[src/rtl/song_sequencer.sv]
// Multi-song note sequencer: plays notes from a constant ROM on a fixed slot
// tempo with a trailing articulation gap, plus pause, stop, restart and loop.
module song_sequencer #(
  parameter int NUM_SONGS = 4,
  parameter int MAX_LEN   = 32,
  parameter int NOTE_W    = 4,
  parameter int NOTE_CYC  = 25000000,
  parameter int GAP_CYC   = 2500000,
  parameter int LEN_W     = $clog2(MAX_LEN + 1),
  parameter int SEL_W     = (NUM_SONGS > 1) ? $clog2(NUM_SONGS) : 1,
  parameter logic [NUM_SONGS*MAX_LEN*NOTE_W-1:0] SONG_ROM = {
    256'h0,
    128'h0000_0000_0000_0000_0012_2334_4566_5511,
    128'h0000_2334_4552_3344_5512_2334_4566_5511
  },
  parameter logic [NUM_SONGS*LEN_W-1:0] SONG_LENS = {6'd0, 6'd0, 6'd14, 6'd28}
) (
  input  logic              clk,
  input  logic              rst_n,
  input  logic [SEL_W-1:0]  song_select,
  input  logic              start,
  input  logic              stop,
  input  logic              pause,
  input  logic              loop_en,
  output logic [NOTE_W-1:0] note,
  output logic              note_strobe,
  output logic [LEN_W-1:0]  note_idx,
  output logic              playing,
  output logic              done
);

  localparam int CNT_W   = (NOTE_CYC > 1) ? $clog2(NOTE_CYC) : 1;
  localparam int SOUND   = NOTE_CYC - GAP_CYC;
  localparam int ROM_AW  = $clog2(NUM_SONGS * MAX_LEN * NOTE_W);
  localparam int LENS_AW = (NUM_SONGS * LEN_W > 1) ? $clog2(NUM_SONGS * LEN_W) : 1;

  typedef enum logic [1:0] {IDLE, PLAY, PAUSE} state_t;

  state_t             state_q, state_d;
  logic [SEL_W-1:0]   sel_q, sel_d;
  logic [LEN_W-1:0]   len_q, len_d;
  logic [LEN_W-1:0]   idx_q, idx_d;
  logic [CNT_W-1:0]   cnt_q, cnt_d;
  logic               strobe_d, done_d;
  logic [NOTE_W-1:0]  note_d;
  logic [ROM_AW-1:0]  rom_base;
  logic [LENS_AW-1:0] lens_base;
  logic               slot_end, last_note;

  // The next note is derived from the next index/counter so every output is a flop.
  always_comb begin
    state_d   = state_q;
    sel_d     = sel_q;
    len_d     = len_q;
    idx_d     = idx_q;
    cnt_d     = cnt_q;
    strobe_d  = 1'b0;
    done_d    = 1'b0;
    note_d    = '0;
    lens_base = LENS_AW'(int'(song_select) * LEN_W);
    slot_end  = (cnt_q == CNT_W'(NOTE_CYC - 1));
    last_note = (int'(idx_q) + 1 >= int'(len_q));

    if (stop) begin
      state_d = IDLE;
      sel_d   = '0;
      len_d   = '0;
      idx_d   = '0;
      cnt_d   = '0;
    end else if (start) begin
      sel_d = song_select;
      idx_d = '0;
      cnt_d = '0;
      if (int'(song_select) >= NUM_SONGS) len_d = '0;
      else                                len_d = SONG_LENS[lens_base +: LEN_W];
      if (len_d == '0) begin
        state_d = IDLE;
        done_d  = 1'b1;
      end else begin
        state_d  = PLAY;
        strobe_d = 1'b1;
      end
    end else begin
      case (state_q)
        PLAY: begin
          state_d = pause ? PAUSE : PLAY;
          if (slot_end) begin
            cnt_d = '0;
            if (!last_note) begin
              idx_d    = idx_q + LEN_W'(1);
              strobe_d = 1'b1;
            end else if (loop_en) begin
              idx_d    = '0;
              strobe_d = 1'b1;
            end else begin
              state_d = IDLE;
              idx_d   = '0;
              done_d  = 1'b1;
            end
          end else begin
            cnt_d = cnt_q + CNT_W'(1);
          end
        end
        PAUSE: if (!pause) state_d = PLAY;
        default: ;
      endcase
    end

    rom_base = ROM_AW'((int'(sel_d) * MAX_LEN + int'(idx_d)) * NOTE_W);
    if (state_d != IDLE && int'(cnt_d) < SOUND) note_d = SONG_ROM[rom_base +: NOTE_W];
  end

  always_ff @(posedge clk or negedge rst_n) begin
    if (!rst_n) begin
      state_q     <= IDLE;
      sel_q       <= '0;
      len_q       <= '0;
      idx_q       <= '0;
      cnt_q       <= '0;
      note        <= '0;
      note_strobe <= 1'b0;
      playing     <= 1'b0;
      done        <= 1'b0;
    end else begin
      state_q     <= state_d;
      sel_q       <= sel_d;
      len_q       <= len_d;
      idx_q       <= idx_d;
      cnt_q       <= cnt_d;
      note        <= note_d;
      note_strobe <= strobe_d;
      playing     <= (state_d != IDLE);
      done        <= done_d;
    end
  end

  assign note_idx = idx_q;

endmodule

[config.mk]
export PLATFORM = sky130hd
export DESIGN_NAME = song_sequencer
export DESIGN_NICKNAME = d
export VERILOG_FILES = /design/src/rtl/song_sequencer.sv
export SDC_FILE = /design/constraint.sdc
export NUM_CORES = 1
export LEC_CHECK = 0
export CAP_MARGIN = 20
export CORE_UTILIZATION = 59
export DETAILED_ROUTE_END_ITERATION = 10
export PLACE_DENSITY = 0.84
export SYNTH_ARGS = -nofsm -noshare
export SYNTH_HDL_FRONTEND = slang
export SYNTH_SLANG_ARGS = --single-unit
[constraint.sdc]
create_clock -name clk -period 3.8 [get_ports clk]
set_input_delay 0.38 -clock clk [delete_from_list [all_inputs] [get_ports clk]]
set_output_delay 0.38 -clock clk [all_outputs]
set_load 0.005 [all_outputs]
# Word level (Yosys, flattened, before mapping)
# Index checks and enable logic that the tools add are counted.
word_totals:
  register_bits: 48
  latch_bits: 0
  ram_bits: 0
  romBits: 0
  inputBits: 8
  out_inout_bits: 13
  memories: 0
op_classes:
  addsub: 4
  mul: 1
  n_div: 0
  magnitude_cmp: 2
  eq_ne: 3
  n_shift: 2
  mux: 39
  bitwise_logic: 0
  n_reduce_logical: 4
op_table:
  columns: ["operator", "count"]
  rows:
  - ["$shiftx A512 B10 Y4 const A", 1]
  - ["$mux W25", 4]
  - ["$mux W6", 9]
  - ["$add A25 B1 Y25 const B", 1]
  - ["$eq A25 B25 Y1 const B", 1]
  - ["$lt A25 B25 Y1 const B", 1]
  - ["$shiftx A24 B6 Y6 const A", 1]
  - ["$mux W2", 9]
  - ["$mux W1", 15]
  - ["$add A6 B1 Y7 const B", 1]
  - ["$add A7 B6 Y7", 1]
  - ["$ge A7 B6 Y1", 1]
  - ["$add A6 B1 Y6 const B", 1]
  - ["$logic_not A6 Y1", 1]
  - ["$mul A2 B2 Y4 const B", 1]
  - ["$mux W4", 1]
  - ["$pmux W2 S2", 1]
  - ["$reduce_bool A2 Y1", 2]
  - ["$eq A2 B1 Y1 const B", 1]
  - ["$eq A2 B2 Y1 const B", 1]
  - ["$logic_and A1 B1 Y1", 1]

# Longest topological paths before layout
# Gate-level depths: netlist of run 1.
logic_depth:
  word_depth: 11
  depth_mapped: 16
  mapped_depth_nobuf: 15

# Worst setup path after synthesis of run 1
# Ideal clock, no wire load.
synth_timing:
  path_kind: "register to register"
  start: "register idx_q[0] (netlist: note_idx[0])"
  end: "register note[0]"
  setup_time_ns: 0.134
  arrival_time_ns: 2.695
  t_required_ns: 3.666
  setup_slack_ns: 0.971
  path_stages_with_launch: 12
  period_less_slack_ns: 2.829
  path_cell_list: "dfrtp_1 -> ha_1 -> nand3_1 -> xnor2_1 -> ha_1 -> o21ai_0 -> a22oi_1 -> a21o_1 -> o31a_2 -> ha_1 -> o311ai_0 -> a21oi_2"
synth_via:
  elab_chain_cells: 10
synth_lines:
  columns: ["item", "line_no", "source"]
  rows:
  - ["start, declared", "42", "logic [LEN_W-1:0] idx_q, idx_d;"]
  - ["start signal, assigned", "128", "idx_q <= idx_d;"]
  - ["$add A6 B1 Y7", "62", "last_note = (int'(idx_q) + 1 >= int'(len_q));"]
  - ["$ge A7 B6 Y1", "62", null]
  - ["$mux W6 / $mux W2 (equally long branches)", "89", "if (!last_note) begin"]
  - ["$mux W6 / $mux W2 (equally long branches)", "87", "if (slot_end) begin"]
  - ["$mux W6 / $pmux W2 S2 (equally long branches)", "84", "case (state_q)"]
  - ["$mux W6 / $mux W2 (equally long branches)", "70", "end else if (start) begin"]
  - ["$mux W6 / $mux W2 (equally long branches)", "64", "if (stop) begin"]
  - ["$add A7 B6 Y7 / $reduce_bool A2 Y1 (equally long branches)", "109, 110", null]
  - ["$shiftx A512 B10 Y4 / $logic_and A1 B1 Y1 (equally long branches)", "110", "if (state_d != IDLE && int'(cnt_d) < SOUND) note_d = SONG_ROM[rom_base +: NOTE_W];"]
  - ["$mux W4 *", "110", null]
  - ["net note_d[0]", "45", "logic [NOTE_W-1:0] note_d;"]
  - ["end signal, assigned", "130", "note <= note_d;"]
  - ["end, declared", "25", "output logic [NOTE_W-1:0] note,"]
# Mark *: on every way through the listed nets, which the timed path passes. The rest lies on a longest branch.
# A chain may end at the register's enable or synchronous reset.

# Worst setup path after layout of run 1
# Ends and elaborated chain as after synthesis.

==> results.toml, run 1 <==
[synth]
synth_nets = 345
yosys.area.top_type = "dfrtp_1"
synth_commonest_cells = "dfrtp_1, nor2_1, nand2_1"
ys_ff_latch = 44
avgSynthCellArea_sq_um = 9.04
synthAdderAreaFrac_pct = 5.56
ys_top_cells_by_area = "dfrtp_1, ha_1, xnor2_1, nor2_1, a21oi_1"
muxShareOfSynthArea_pct = 0.684
synth_cell_types = 64
synthXorXnorAreaFrac_pct = 6.28
synth_edf_count = 0
synth_top_family_by_area = "simple AND/OR/NAND/NOR gates"
async_flop_share_pct = 100
syn_inst = 324
synth.top_cell.area_share_pct = 37.6
synth.most_common_cell = "dfrtp_1"
yosys_warnings = 0
ys.flop_type = "dfrtp_1"
netlist_area_sq_um = 2930
yosysSeqAreaShare_pct = 37.6
synth_simple_gate_area_share_pct = 27.0
synth-compound-area-share_pct = 18.2

[sta]
fin_crit_sh_pct = 81.3
final_max_slew_viol_count = 0
clock_skew_ns = 0.00866
rsz0062_at_grt = "no"
setup_viol = 0
setup_tns_ns = 0
fin_crit_ns = 3.09
slew_headroom_pct = 35.2
max_freq_mhz = 324
hold_viol = 0
tightest_slew_ns = 0.973

[cells_and_area]
multi_input_area_sq_um = 1700
register_area_sq_um = 1100
fin_util_pct = 68.1
antenna_cells = 0
nets = 361
instances_no_fill = 408
nFillCells = 381
post_route_cells_drive_above_1_share_pct = 9.09
area_growth_pct = 10.6

[cts]
htreeDepth = 2
cts_sinks = 44
cts_tree = "yes"
cts_hold_buf = 0
insertion_delay_ns = 0.31
clockBufferDepth = 2
ctsRootBufferMaster = "clkbuf_8"
cts-resized-gates = 0
cts_setup_buffers = 0
path_clk_slew_ns = 0.09
cts_buffers = 5

[route]
wl_mm = 6.23
remaining_drc_errors = 0
detail_route.wl_per_cell_um = 15.3
viasPerCell = 6.00
drtPass1Iterations = 4
antenna_left = 0
vias = 2448
drtIter0Drc = 158

[place]
gp_congestion = 0.936
dp.cells = 400
hpwl_mm = 4.55
port_buffers = 19

[critical_path]
cp.arrival_ns = 3.26
startpoint = "note_idx[0]"
r2r_cells = 11
reg2reg_to = "note[0]"
cp_max_fo = 9
crit_type = "reg -> reg"
regToRegSetupSlack_ns = 0.71
cp-end-kind = "flop"
critPathLaunchType = "flop"
required_ns = 3.98
reg2reg_from = "note_idx[0]"

[hold_path]
hold_class = "in -> async"

[power_and_ir_drop]
p_per_area_nw_per_um2 = 266
ir_drop_v = 0.000186
power_leakage_nw = 1.31

[floorplan]
die_h_um = 72.4
boundaryPins = 21
die_w_um = 72.4
start_util_pct = 61.6
rows = 25
core_area_sq_um = 4750
die-area_sq_um = 5250

[global_route]
grt_overflow_total = 0
grt_max_degree = 45
grt_usage_pct = 26.5
grt_pass1_vias = 2300
antenna_found_initial = 0
grt_pass1_wl_mm = 10.8

[flow_run]
max_cap_viol_count = 0

[outcome]
run_status = "finished clean"
per-layer routing:
metal  part of all wire, %  track usage [%]  wire [um]
met5                     0                0          0
met4                  0.74             8.71         46
met3                   3.6             4.86        224
met2                    48             42.1       2970
met1                    48             36.6       2980
report_power, final:
part,internal [mW],switching (mW)
logic,0.0285,0.0433
registers,0.474,0.00333
clock network,0.149,0.163
flip-flops by register name, indices dropped and copies added (netlist names):
signal and count:
cnt_q 25, done 1, len_q 3, note 3
note_idx 6, note_strobe 1, playing 1, sel_q 2
state_q 2
through the flow:
stage               cell area (sq um)  worst slack [ns]  hold WS [ns]  power [mW]
floorplan                        2930             0.971        0.0844       0.527
global placement                 3150             0.746         0.501       0.557
detailed placement               3150             0.748         0.513       0.559
CTS                              3240             0.718         0.269       0.863
global route                     3240             0.419         0.309       0.887
finish                           3240             0.712         0.222       0.861
cell type report:
cell class / instances / area share [%]
multi-input cells: 252 / 52.3
flip-flops and latches: 44 / 34.0
repair buffers: 22 / 6.41
clock buffers: 8 / 2.78
well taps: 67 / 2.59
inverters: 15 / 1.89
cells by family (layout without fill, tap and decap cells):
group                      Yosys count  in the layout
muxes                                2              2
and+or+nand+nor                    141            141
adders and majority gates           13             13
xor gates and xnor gates            21             21
DFF                                 44             44
AOI/OAI and AO/OA                   74             74
buffers and inverters               28             45
other                                1              1
placed cells by master (no fill, tap or decap), types with 11 or more instances in the layout:
cell and count:
nor3_1 11, xnor2_1 14, ha_1 13, nand2_1 25, inv_1 13, a21oi_1 19, dfrtp_1 44, clkdlybuf4s50_1 18
nor2_1 31, nand3_1 17
critical path: stages (launching register included):
cell	delay (ns)
dfrtp_1	0.43
ha_1	0.23
nand3_1	0.11
xnor2_1	0.19
ha_1	0.26
o21ai_0	0.07
a22oi_1	0.13
a21o_1	0.24
o31a_2	0.42
ha_1	0.33
o311ai_0	0.43
a21oi_2	0.10
worst max-delay path by stage:
stage	endpoint	slack [ns]	depth (start not counted)
2_1_floorplan	note[0]	0.97	11
3_3_place_gp	note[1]	0.75	10
3_5_place_dp	note[0]	0.75	11
4_1_cts	note[0]	0.72	11
5_1_grt	note[0]	0.42	11
6_report	note[0]	0.71	11
Note: power is estimated with default switching activity, not from simulation.
==> inputs of run 2 (changes only) <==
==> constraint.sdc (replaced) <==
create_clock -name clk -period 3.1 [get_ports clk]
set_input_delay 0.31 -clock clk [delete_from_list [all_inputs] [get_ports clk]]
set_output_delay 0.31 -clock clk [all_outputs]
set_load 0.005 [all_outputs]
==> run 2 against run 1 <==
Sequential power up 23%. Non-clock buffer count up 10. Register-to-register slack worse by 0.60 ns.
==> results.toml, run 2 (synthesis results as in run 1) <==
[route]
drtIter0Drc = 186
drtPass1Iterations = 6
wl_mm = 6.54
vias = 2500
detail_route.wl_per_cell_um = 15.7
remaining_drc_errors = 0
antenna_left = 0
viasPerCell = 5.98

[floorplan]
rows = 25
die_h_um = 72.4
die_w_um = 72.4
boundaryPins = 21
start_util_pct = 61.6
core_area_sq_um = 4750
die-area_sq_um = 5250

[power_and_ir_drop]
power_leakage_nw = 1.42
p_per_area_nw_per_um2 = 375
ir_drop_v = 0.000424
total_power_mw = 1.29

[cells_and_area]
post_route_cells_drive_above_1_share_pct = 14.2
nets = 371
instances_no_fill = 418
fin_util_pct = 72.4
antenna_cells = 0
layout_common_cells = "dfrtp_1, nor2_1, nand2_1, a21oi_1, clkdlybuf4s50_1"
largest_reg_flops = 25
area_growth_pct = 17.6
top_register = "cnt_q"
final_common_cell = "dfrtp_1"
final_cell_area_sq_um = 3440

[sta]
holdWs_ns = 0.158
final_max_slew_viol_count = 0
fin_crit_sh_pct = 96.5
max_freq_mhz = 334
slew_headroom_pct = 34.5
hold_viol = 0
fin_crit_ns = 2.99
setup_tns_ns = 0
tightest_slew_ns = 0.983
layout_setup_ws_ns = 0.109
setup_viol = 0
clock_skew_ns = 0.00956

[place]
port_buffers = 19
dpl_cell_area_sq_um = 3190
gp_congestion = 0.917
dp.cells = 406
pre_cts_slack_ns = 0.0205
hpwl_mm = 4.61

[critical_path]
cpMostUsedCell = "nand3_1"
crit_type = "reg -> reg"
crit_chain = "ha_2 > nand3_1 > xnor2_1 > ha_1 > o21ai_0 > a22oi_1 > a21o_1 > or3_4 > a31o_4 > a211o_2 > nand3_1 > a21oi_1"
cp-end-kind = "flop"
crit_path_top_delay_cell = "dfrtp_1"
required_ns = 3.28
critPathLaunchType = "flop"
cp.arrival_ns = 3.18
max_stage_delay_ns = 0.44
crit_family = "compound AO/OA/AOI/OAI gates"
cp_max_fo = 7
worst-path-buf-inv = 0

[global_route]
grt_pass1_wl_mm = 10.8
antenna_found_initial = 0
grt_usage_pct = 26.3
grt_pass1_vias = 2357
grt_overflow_total = 0
grt_max_degree = 45

[outcome]
run_status = "finished clean"

[cts]
ctsRootBufferMaster = "clkbuf_8"
clockBufferDepth = 2
cts_sinks = 44
insertion_delay_ns = 0.30
cts_buffers = 5
cts_tree = "yes"
cts_hold_buf = 0
path_clk_slew_ns = 0.09
htreeDepth = 2

[flow_run]
max_cap_viol_count = 0

[hold_path]
hold_class = "in -> async"
==> run 2: report_power, final <==
part	internal, mW	switching (mW)	total (mW)
sequential	0.581	0.00403	0.585
clock	0.403	0.208	0.611
combinational	0.0402	0.0561	0.0962
total	1.02	0.268	1.29
==> run 2: cell type report <==
type,instances,area [sq um]
fillers,347,1310
well taps,67,83.8
repair buffers,32,283
clock buffers,5,68.8
inverters,15,61.3
multi-input cells,252,1760
flip-flops and latches,44,1100
clock inverters,3,90.1
==> run 2: path summary, 6_finish.rpt <==
check | from | endpoint | slack [ns] | depth (start not counted)
max | note_idx[0] | note[2] | 0.11 | 12
min | rst_n | note_strobe | 0.16 | 1
max reg2reg | note_idx[0] | note[2] | 0.11 | 12
min reg2reg | len_q[3] | len_q[3] | 0.51 | 1
max in group asynchronous | rst_n | cnt_q[17] | 2.32 | 1
min in group clk | len_q[3] | len_q[3] | 0.51 | 1
==> run 2: metal layers <==
layer  track usage (%)  vias to the layer above  part of all wire (%)
met5                 0                        -                     0
met4              7.41                        0                   1.1
met3              5.69                        8                   4.6
met2              41.6                       58                    48
met1              36.4                     1210                    46
li1                  -                     1224                     -
==> run 2: what timing repair did <==
item,CTS,global route
setup endpoints to repair,0,3
resized for setup,0,11
buffers inserted,0,4
